[src/rtl/decoder_scan_nto2n_if.sv]
// Bus bundle for decoder_scan_nto2n: the select handshake, the scan controls
// and the registered one-hot outputs.
interface decoder_scan_nto2n_if #(
  parameter int SEL_W   = 3,
  parameter int DWELL_W = 8
);
  localparam int OUT_W = 2 ** SEL_W;

  logic               en;
  logic               mode;
  logic               sel_valid;
  logic               sel_ready;
  logic [SEL_W-1:0]   sel;
  logic [DWELL_W-1:0] dwell;
  logic [OUT_W-1:0]   y;
  logic [SEL_W-1:0]   idx;
  logic               busy;
  logic               wrap;

  modport master (
    output en, mode, sel_valid, sel, dwell,
    input  sel_ready, y, idx, busy, wrap
  );

  modport slave (
    input  en, mode, sel_valid, sel, dwell,
    output sel_ready, y, idx, busy, wrap
  );
endinterface

[src/rtl/decoder_scan_nto2n.sv]
// Registered N-to-2^N one-hot decoder with a direct (handshaked select) mode
// and a scan mode that walks the active bit with a programmable dwell.
module decoder_scan_nto2n #(
  parameter int SEL_W   = 3,
  parameter int DWELL_W = 8,
  parameter bit ACT_LOW = 1'b0
) (
  input  logic                  clk,
  input  logic                  rst_n,
  decoder_scan_nto2n_if.slave   bus
);
  localparam int OUT_W = 2 ** SEL_W;
  localparam logic [OUT_W-1:0] Y_OFF = ACT_LOW ? {OUT_W{1'b1}} : {OUT_W{1'b0}};

  typedef enum logic [1:0] {IDLE, DIRECT, SCAN} state_t;

  state_t             state;
  logic [DWELL_W-1:0] cnt;
  logic               accept;
  logic [SEL_W-1:0]   idx_next;

  function automatic logic [OUT_W-1:0] decode(input logic [SEL_W-1:0] k);
    logic [OUT_W-1:0] v;
    v    = '0;
    v[k] = 1'b1;
    return ACT_LOW ? ~v : v;
  endfunction

  // Ready falls with rst_n so nothing is accepted while the reset edge wins.
  assign bus.sel_ready = bus.en & ~bus.mode & rst_n;
  assign accept        = bus.sel_valid & bus.sel_ready;
  assign idx_next      = bus.idx + 1'b1;

  // NOTE: every register here uses <= so all state updates see pre-edge values;
  // the reset is synchronous, so it is simply the first branch of the edge block.
  always_ff @(posedge clk) begin
    if (!rst_n) begin
      state    <= IDLE;
      bus.y    <= Y_OFF;
      bus.idx  <= '0;
      bus.busy <= 1'b0;
      bus.wrap <= 1'b0;
      cnt      <= '0;
    end else if (!bus.en) begin
      state    <= IDLE;
      bus.y    <= Y_OFF;
      bus.idx  <= '0;
      bus.busy <= 1'b0;
      bus.wrap <= 1'b0;
    end else begin
      bus.wrap <= 1'b0;
      if (accept) begin
        // Also covers the SCAN exit edge: accept beats the fall to IDLE.
        state    <= DIRECT;
        bus.y    <= decode(bus.sel);
        bus.idx  <= bus.sel;
        bus.busy <= 1'b0;
      end else if (bus.mode && state != SCAN) begin
        state    <= SCAN;
        bus.y    <= decode('0);
        bus.idx  <= '0;
        bus.busy <= 1'b1;
        cnt      <= bus.dwell;
      end else if (!bus.mode && state == SCAN) begin
        state    <= IDLE;
        bus.y    <= Y_OFF;
        bus.idx  <= '0;
        bus.busy <= 1'b0;
      end else if (state == SCAN) begin
        if (cnt != '0) begin
          cnt <= cnt - 1'b1;
        end else begin
          // Dwell is sampled only here, so a mid-step change waits for reload.
          bus.idx  <= idx_next;
          bus.y    <= decode(idx_next);
          cnt      <= bus.dwell;
          bus.wrap <= (bus.idx == {SEL_W{1'b1}});
        end
      end
    end
  end
endmodule

[src/flat_wrapper.sv]
// flat-port wrapper written by rule: the top's interface ports become plain ports
module decoder_scan_nto2n_flat 
#(
  parameter int SEL_W   = 3,
  parameter int DWELL_W = 8,
  parameter bit ACT_LOW = 1'b0
)
  (clk, rst_n, bus_en, bus_mode, bus_sel_valid, bus_sel, bus_dwell, bus_sel_ready, bus_y, bus_idx, bus_busy, bus_wrap);
  decoder_scan_nto2n_if #(.SEL_W(SEL_W), .DWELL_W(DWELL_W)) bus_i ();
  input  logic clk;
  input  logic rst_n;
  input wire logic [$bits(bus_i.en)-1:0] bus_en;
  input wire logic [$bits(bus_i.mode)-1:0] bus_mode;
  input wire logic [$bits(bus_i.sel_valid)-1:0] bus_sel_valid;
  input wire logic [$bits(bus_i.sel)-1:0] bus_sel;
  input wire logic [$bits(bus_i.dwell)-1:0] bus_dwell;
  output wire logic [$bits(bus_i.sel_ready)-1:0] bus_sel_ready;
  output wire logic [$bits(bus_i.y)-1:0] bus_y;
  output wire logic [$bits(bus_i.idx)-1:0] bus_idx;
  output wire logic [$bits(bus_i.busy)-1:0] bus_busy;
  output wire logic [$bits(bus_i.wrap)-1:0] bus_wrap;
  assign bus_i.en = bus_en;
  assign bus_i.mode = bus_mode;
  assign bus_i.sel_valid = bus_sel_valid;
  assign bus_i.sel = bus_sel;
  assign bus_i.dwell = bus_dwell;
  assign bus_sel_ready = bus_i.sel_ready;
  assign bus_y = bus_i.y;
  assign bus_idx = bus_i.idx;
  assign bus_busy = bus_i.busy;
  assign bus_wrap = bus_i.wrap;
  decoder_scan_nto2n #(.SEL_W(SEL_W), .DWELL_W(DWELL_W), .ACT_LOW(ACT_LOW)) u_core (.clk(clk), .rst_n(rst_n), .bus(bus_i));
endmodule
[config.mk]
export PLATFORM = sky130hd
export DESIGN_NAME = decoder_scan_nto2n_flat
export DESIGN_NICKNAME = d
export VERILOG_FILES = /design/src/rtl/decoder_scan_nto2n_if.sv /design/src/rtl/decoder_scan_nto2n.sv /design/src/flat_wrapper.sv
export SDC_FILE = /design/constraint.sdc
export NUM_CORES = 1
export LEC_CHECK = 0
export CORE_ASPECT_RATIO = 1.2
export CORE_MARGIN = 8
export CORE_UTILIZATION = 50
export CTS_BUF_LIST = sky130_fd_sc_hd__clkbuf_4
export DETAILED_ROUTE_END_ITERATION = 8
export GPL_ROUTABILITY_DRIVEN = 0
export GPL_TIMING_DRIVEN = 1
export PLACE_DENSITY = 0.78
export SLEW_MARGIN = 20
export SYNTH_ARGS = -nofsm -noshare
export SYNTH_HDL_FRONTEND = slang
export SYNTH_SLANG_ARGS = --single-unit
[constraint.sdc]
create_clock -name clk -period 2.36 [get_ports clk]
set_input_delay 0.236 -clock clk [delete_from_list [all_inputs] [get_ports clk]]
set_output_delay 0.236 -clock clk [all_outputs]
set_load 0.1 [all_outputs]
== Yosys cells after proc, flatten, opt, wreduce, memory -nomap -nowiden ==
Index checks and enable logic that the tools add are counted.
Storage, ports and cells
  bits in registers: 23
  latch bits: 0
  RAM bits: 0
  memory bits (read-only): 0
  bits of input ports: 16
  output and inout port bits: 14
  logic and storage cells: 64
  memories kept: 0
Operators by class
  add/sub/neg operators: 2
  multipliers: 0
  div/mod/pow operators: 0
  $lt $le $gt $ge: 4
  equality and inequality tests: 5
  shifts and indexed selects: 0
  muxes and demuxes: 23
  bitwise operators: 8
  reductions and logical operators: 15
Operators with widths (number)
  $mux 8: 9
  $mux 3: 5
  $lt 3x4->1 const B: 2
  $reduce_bool 8->1: 1
  $sub 8x1->8 const B: 1
  $reduce_or 7->1: 1
  $demux 1 s3: 2
  $ge 3x1->1 const B: 2
  $mux 1: 5
  $not 1->1: 5
  $logic_and 1x1->1: 4
  $mux 2: 2
  $ne 4x1->1 const B: 1
  $reduce_and 2->1: 2
  $reduce_and 4->1: 1
  $reduce_bool 2->1: 2
  $reduce_bool 4->1: 1
  $add 3x1->3 const B: 1
  $and 1x1->1: 3
  $eq 3x3->1 const B: 1
  $reduce_bool 3->1: 1
  $reduce_or 3->1: 1
  $eq 2x2->1 const B: 1
  $ne 2x1->1 const B: 1
  other kinds (2): 2

== Depth between registers and ports, before layout ==
  depth after elaboration: 10
  depth in mapped cells: 8
  depth with buffers taken out: 7

== Least setup slack after synthesis ==
No wires, ideal clock.
  path type: register to register
  start point: register u_core.state[1]
  end point: register u_core.cnt[1]
  setup time: 106 ps
  arrival time: 2604 ps
  data required time: 2254 ps
  setup slack: -349 ps
  cell stages (with the launch flop): 8
  buffers on the path: 0
  clock period less this slack: 2709 ps
  path through: dfxtp_1 -> nor2b_1 -> inv_1 -> ha_1 -> or3b_1 -> a21o_1 -> or4_1 -> o311ai_0
Between the ends
  longest elaborated chain between the ends: 4
  elaborated cells between the ends (all ways): 8
  classes of those cells: eq/ne (3); mux (1); reduce/logical (4)
RTL lines
  start: declaration: line decoder_scan_nto2n.sv:17  | state_t state;
  start signal: assignment: line decoder_scan_nto2n.sv:38  | state <= IDLE;
  start signal: assignment: line decoder_scan_nto2n.sv:45  | state <= IDLE;
  start signal: assignment: line decoder_scan_nto2n.sv:54  | state <= DIRECT;
  $eq 2x2->1 or $ne 2x2->1 (tied branches): line decoder_scan_nto2n.sv:64, decoder_scan_nto2n.sv:69, decoder_scan_nto2n.sv:58
  $logic_and 1x1->1, on equally long branches: line decoder_scan_nto2n.sv:64, decoder_scan_nto2n.sv:58
  $ne 2x1->1 (no source line) or $reduce_bool 2->1 (tied branches)
  $reduce_and 4->1 (no source line)
  end signal: assignment: line decoder_scan_nto2n.sv:63  | cnt <= bus.dwell;
  end signal: assignment: line decoder_scan_nto2n.sv:71  | cnt <= cnt - 1'b1;
  end signal: assignment: line decoder_scan_nto2n.sv:76  | cnt <= bus.dwell;
  end: declaration: line decoder_scan_nto2n.sv:18  | logic [DWELL_W-1:0] cnt;
Several ways; a longest one is shown, not always the timed one.
A chain may end at the register's enable or synchronous reset.

== Final worst setup path ==
  start point: register u_core.state[1]
  end point: register u_core.bus.y[2]
Between the ends
  longest elaborated chain between the ends: 5
  elaborated cells between the ends (all ways): 10
  classes of those cells: eq/ne (3); mux (3); reduce/logical (4)
RTL lines
  $eq 2x2->1: line decoder_scan_nto2n.sv:64, decoder_scan_nto2n.sv:69
  $logic_and 1x1->1: line decoder_scan_nto2n.sv:64  | end else if (!bus.mode && state == SCAN) begin
  $mux 8: line decoder_scan_nto2n.sv:64
  $mux 8: line decoder_scan_nto2n.sv:58  | end else if (bus.mode && state != SCAN) begin
  $mux 8: line decoder_scan_nto2n.sv:52  | if (accept) begin
  end signal: assignment: line decoder_scan_nto2n.sv:55  | bus.y <= decode(bus.sel);
  end signal: assignment: line decoder_scan_nto2n.sv:60  | bus.y <= decode('0);
  end signal: assignment: line decoder_scan_nto2n.sv:75  | bus.y <= decode(idx_next);
  end: declaration: line decoder_scan_nto2n_if.sv:27  | output sel_ready, y, idx, busy, wrap
Several ways; a longest one is shown, not always the timed one.

==> results.txt <==
The number of hold buffers added after CTS is 0. The worst slew margin relative to its limit is 70.2%. The H-tree depth came out at 1. Entering global routing, the biggest net connects 17 pins. The number of global-route vias before repair came to 1563. The clock transition at the registers of the reported paths is 0.13 ns.

The core region is 2760 um^2. The total length of routed wires is 4020 um. The number of buffers inserted by post-CTS setup repair is 0. The final max-slew violation count is 0. By startpoint and endpoint, the worst setup path is classified as reg -> reg. The root buffer cell chosen for the clock tree is sky130_fd_sc_hd__clkbuf_4. In the post-synthesis netlist, the cell with the most instances is sky130_fd_sc_hd__dfxtp_1. At the later pin of the worst-skew pair, clock insertion delay measures 0.31 ns. The worst endpoint required time is 2.61 ns. The share of post-route cells with drive strength above 1 came out at 22.1%. The source of the worst hold timing path is u_core.bus.y[0]$_SDFFE_PN0P_.

Setup violations remaining at the end of the flow were counted as 0. The count of cells in the finished layout, fillers not included, comes to 238. The synthesized cell area came out at 1440 um^2.

Prior to clock tree synthesis, the placed netlist has a worst setup slack of 0.0645 ns. The flip-flop cell with the highest count after synthesis is sky130_fd_sc_hd__dfxtp_1. The setup skew after layout is 0.00664 ns. In the final routed layout, each cell accounts on average for 16.9 um. The number of DRC violations after detailed-routing iteration 0 came out at 95.

The wire length of the first global-routing pass is 6890 um. The overall track demand over capacity in global routing is 17.2%. The clock sink count came out at 22. The worst register-to-register path has a setup slack of 0.19 ns.

The height of the die is 74.8 um. The capturing element type of the critical path is a flop. By count the netlist is led by sky130_fd_sc_hd__dfxtp_1 (22), sky130_fd_sc_hd__a21oi_1 (20), sky130_fd_sc_hd__nor2_1 (12). The synthesized design contains 0 enable-type register cells. The largest fanout on the critical path came out at 7.

The count of unique library cells instantiated by Yosys is 48. Across all hold checks on the routed design, the worst slack comes to 0.476 ns. The count of placed standard cells including taps is 234. The number of warnings printed during yosys synthesis is 0.

The number of detailed-routing iterations run before antenna repair came out at 4. The total leakage power is 0.701 nW. The total global routing overflow is 0. TritonCTS built the clock tree. The number of antenna cells inserted is 0.

The arrival time of the worst setup path came out at 2.42 ns. The final worst setup slack came out at 0.190 ns. The average cell area after synthesis came out at 8.53 um^2. For this run, asynchronously set or reset flops after synthesis account for 0%.

The quantity of gates resized following cts is 0. The number of endpoints with negative hold slack in the final report came out at 0. The number of antenna violations at the first check in global routing came out at 0.

The capturing point of the worst reg2reg path is u_core.bus.y[2]$_SDFFE_PN0P_. The number of fillers in the final layout is 240. The path with the worst hold slack has its endpoint at u_core.bus.y[0]$_SDFFE_PN0P_. The detailed-route DRC error count came out at 0.

The portion of the post-synthesis area used by sequential elements is 30.6%. The number of buffer cells added on primary ports came out at 29. The initial core utilization is 52.2%. The share of Yosys cell area claimed by the top area cell type came out at 30.6%. The slew at the pin closest to its max-slew limit is 0.444 ns. The clock passes through at most 2 buffers.

The flow ran to the end, and the final reports show no timing, DRC or antenna violations. The synthesized instance count is 169. Setup repair after global routing left no endpoint under its margin. The synthesized netlist net count is 192.

The number of clock buffers added by TritonCTS is 3. Row generation in the floorplan step produced 21 rows. During I/O placement, the number of pins put on the boundary was 30. The clock period could shrink to 2.17 ns. The peak ir drop on the vdd network came out at 0.370 mV. The number of cells on the worst hold path came out at 2.

The startpoint of the lowest-slack register-to-register path is u_core.state[1]$_SDFFE_PP0P_. The count of antenna-violating nets left after detailed routing is 0. The worst reg2reg path depth came out at 7.

The via density per instance came out at 6.28. The path category of the worst min-delay check is reg -> reg. The width of the chip came out at 65.0 um. The synthesized flop and latch total came out at 22. The floorplan step defined a die boundary enclosing 4860 um^2. The fraction of the cycle the final worst path needs came out at 91.9%. The power per cell area came out at 666 nW/um^2. The post-synthesis to final-layout area growth is 27.4%. The number of max-cap violations is 0. The library cell with the largest summed area after synthesis is sky130_fd_sc_hd__dfxtp_1.

The startpoint class of the critical path is a flop. The fmax is 0.461 GHz. By area the synthesized netlist is led by sky130_fd_sc_hd__dfxtp_1 (31%), sky130_fd_sc_hd__a211oi_2 (7.8%), sky130_fd_sc_hd__a21oi_1 (6.9%). In the final design database the tool counted 228 nets. The estimated wirelength of the detail-placed design is 3040 um. The total number of vias came out at 1494.
## metrics by stage
step	setup TNS (ns)	instance area (um^2)	power [mW]	util, %
2_1_floorplan	-0.0318	1440	0.796	-
3_3_place_gp	0	1780	0.922	64.7
3_5_place_dp	0	1780	0.933	64.7
4_1_cts	0	1840	1.23	66.6
5_1_grt	0	1840	1.29	66.6
6_report	0	1840	1.22	66.6
## cell families after synthesis
logic type      synth area share, %
simple gates                   24.0
fa+ha+maj                      6.08
compound gates                 32.2
mux                            1.39
buf+inv                        5.73
flops                          30.6
## flip-flops by register name, summed over array words and instances, names as in the netlist
signal	count
u_core.state	2
u_core.bus.y	8
u_core.bus.idx	3
u_core.bus.wrap	1
u_core.cnt	8
## cell type report
class                   count  area, um^2  share of cell area (%)
repair buffers             40         350                    19.1
clock inverters             1        30.0                    1.63
well taps                  34        42.5                    2.32
clock buffers               3        22.5                    1.23
inverters                   8        30.0                    1.63
multi-input cells         130         918                    50.0
flip-flops and latches     22         443                    24.1
## metal layers
metal / routed length (um) / share of wire, % / GRT usage [%]
met5: 0 / 0 / 0
met4: 98 / 2.4 / 9.47
met3: 223 / 5.6 / 2.68
met2: 2060 / 51 / 31.9
met1: 1630 / 41 / 18.1
## power breakdown
part	total [mW]	switching, mW	leakage, nW	internal, mW
sequential	0.434	0.0331	0.180	0.401
combinational	0.498	0.318	0.493	0.179
clock	0.292	0.120	0.0279	0.172
total	1.22	0.471	0.701	0.752
## worst max path at each step
stage,start,to,cells after the start
floorplan,u_core.state[1]$_SDFFE_PP0P_,u_core.cnt[1]$_SDFFE_PN0P_,7
global placement,bus_mode,u_core.cnt[1]$_SDFFE_PN0P_,7
detailed placement,bus_mode,u_core.cnt[1]$_SDFFE_PN0P_,7
CTS,u_core.state[1]$_SDFFE_PP0P_,u_core.bus.y[2]$_SDFFE_PN0P_,7
global route,u_core.state[1]$_SDFFE_PP0P_,u_core.bus.y[2]$_SDFFE_PN0P_,7
finish,u_core.state[1]$_SDFFE_PP0P_,u_core.bus.y[2]$_SDFFE_PN0P_,7
## cells in the final DEF, fill, tap and decap left out, types with 2 or more instances in the layout
cell type	n
sky130_fd_sc_hd__buf_4	24
sky130_fd_sc_hd__a21oi_1	20
sky130_fd_sc_hd__dfxtp_1	20
sky130_fd_sc_hd__clkdlybuf4s50_1	15
sky130_fd_sc_hd__nor2_1	12
sky130_fd_sc_hd__a211oi_2	9
sky130_fd_sc_hd__inv_1	8
sky130_fd_sc_hd__nand2_1	8
sky130_fd_sc_hd__ha_1	7
sky130_fd_sc_hd__nor3_1	6
sky130_fd_sc_hd__nand4_1	5
sky130_fd_sc_hd__o21ai_0	5
sky130_fd_sc_hd__nor2b_1	4
sky130_fd_sc_hd__a31oi_1	4
sky130_fd_sc_hd__nor4_1	4
sky130_fd_sc_hd__o311ai_0	3
sky130_fd_sc_hd__o221ai_1	3
sky130_fd_sc_hd__clkbuf_4	3
sky130_fd_sc_hd__nor3b_1	2
sky130_fd_sc_hd__or3_1	2
sky130_fd_sc_hd__nand3_1	2
sky130_fd_sc_hd__mux2i_1	2
sky130_fd_sc_hd__nor4b_1	2
sky130_fd_sc_hd__and2_1	2
sky130_fd_sc_hd__o31ai_1	2
sky130_fd_sc_hd__a21o_1	2
sky130_fd_sc_hd__o2111ai_1	2
sky130_fd_sc_hd__a32oi_1	2
sky130_fd_sc_hd__o211ai_1	2
sky130_fd_sc_hd__dfxtp_2	2
## worst max-delay path: stages (launching register included)
cell                       delay [ns]
sky130_fd_sc_hd__dfxtp_2         0.36
sky130_fd_sc_hd__nor2b_1         0.26
sky130_fd_sc_hd__inv_1           0.11
sky130_fd_sc_hd__ha_1            0.26
sky130_fd_sc_hd__or3b_2          0.54
sky130_fd_sc_hd__nor4b_1         0.27
sky130_fd_sc_hd__a31oi_1         0.09
sky130_fd_sc_hd__a211oi_2        0.22
(Power assumes the default switching activity.)
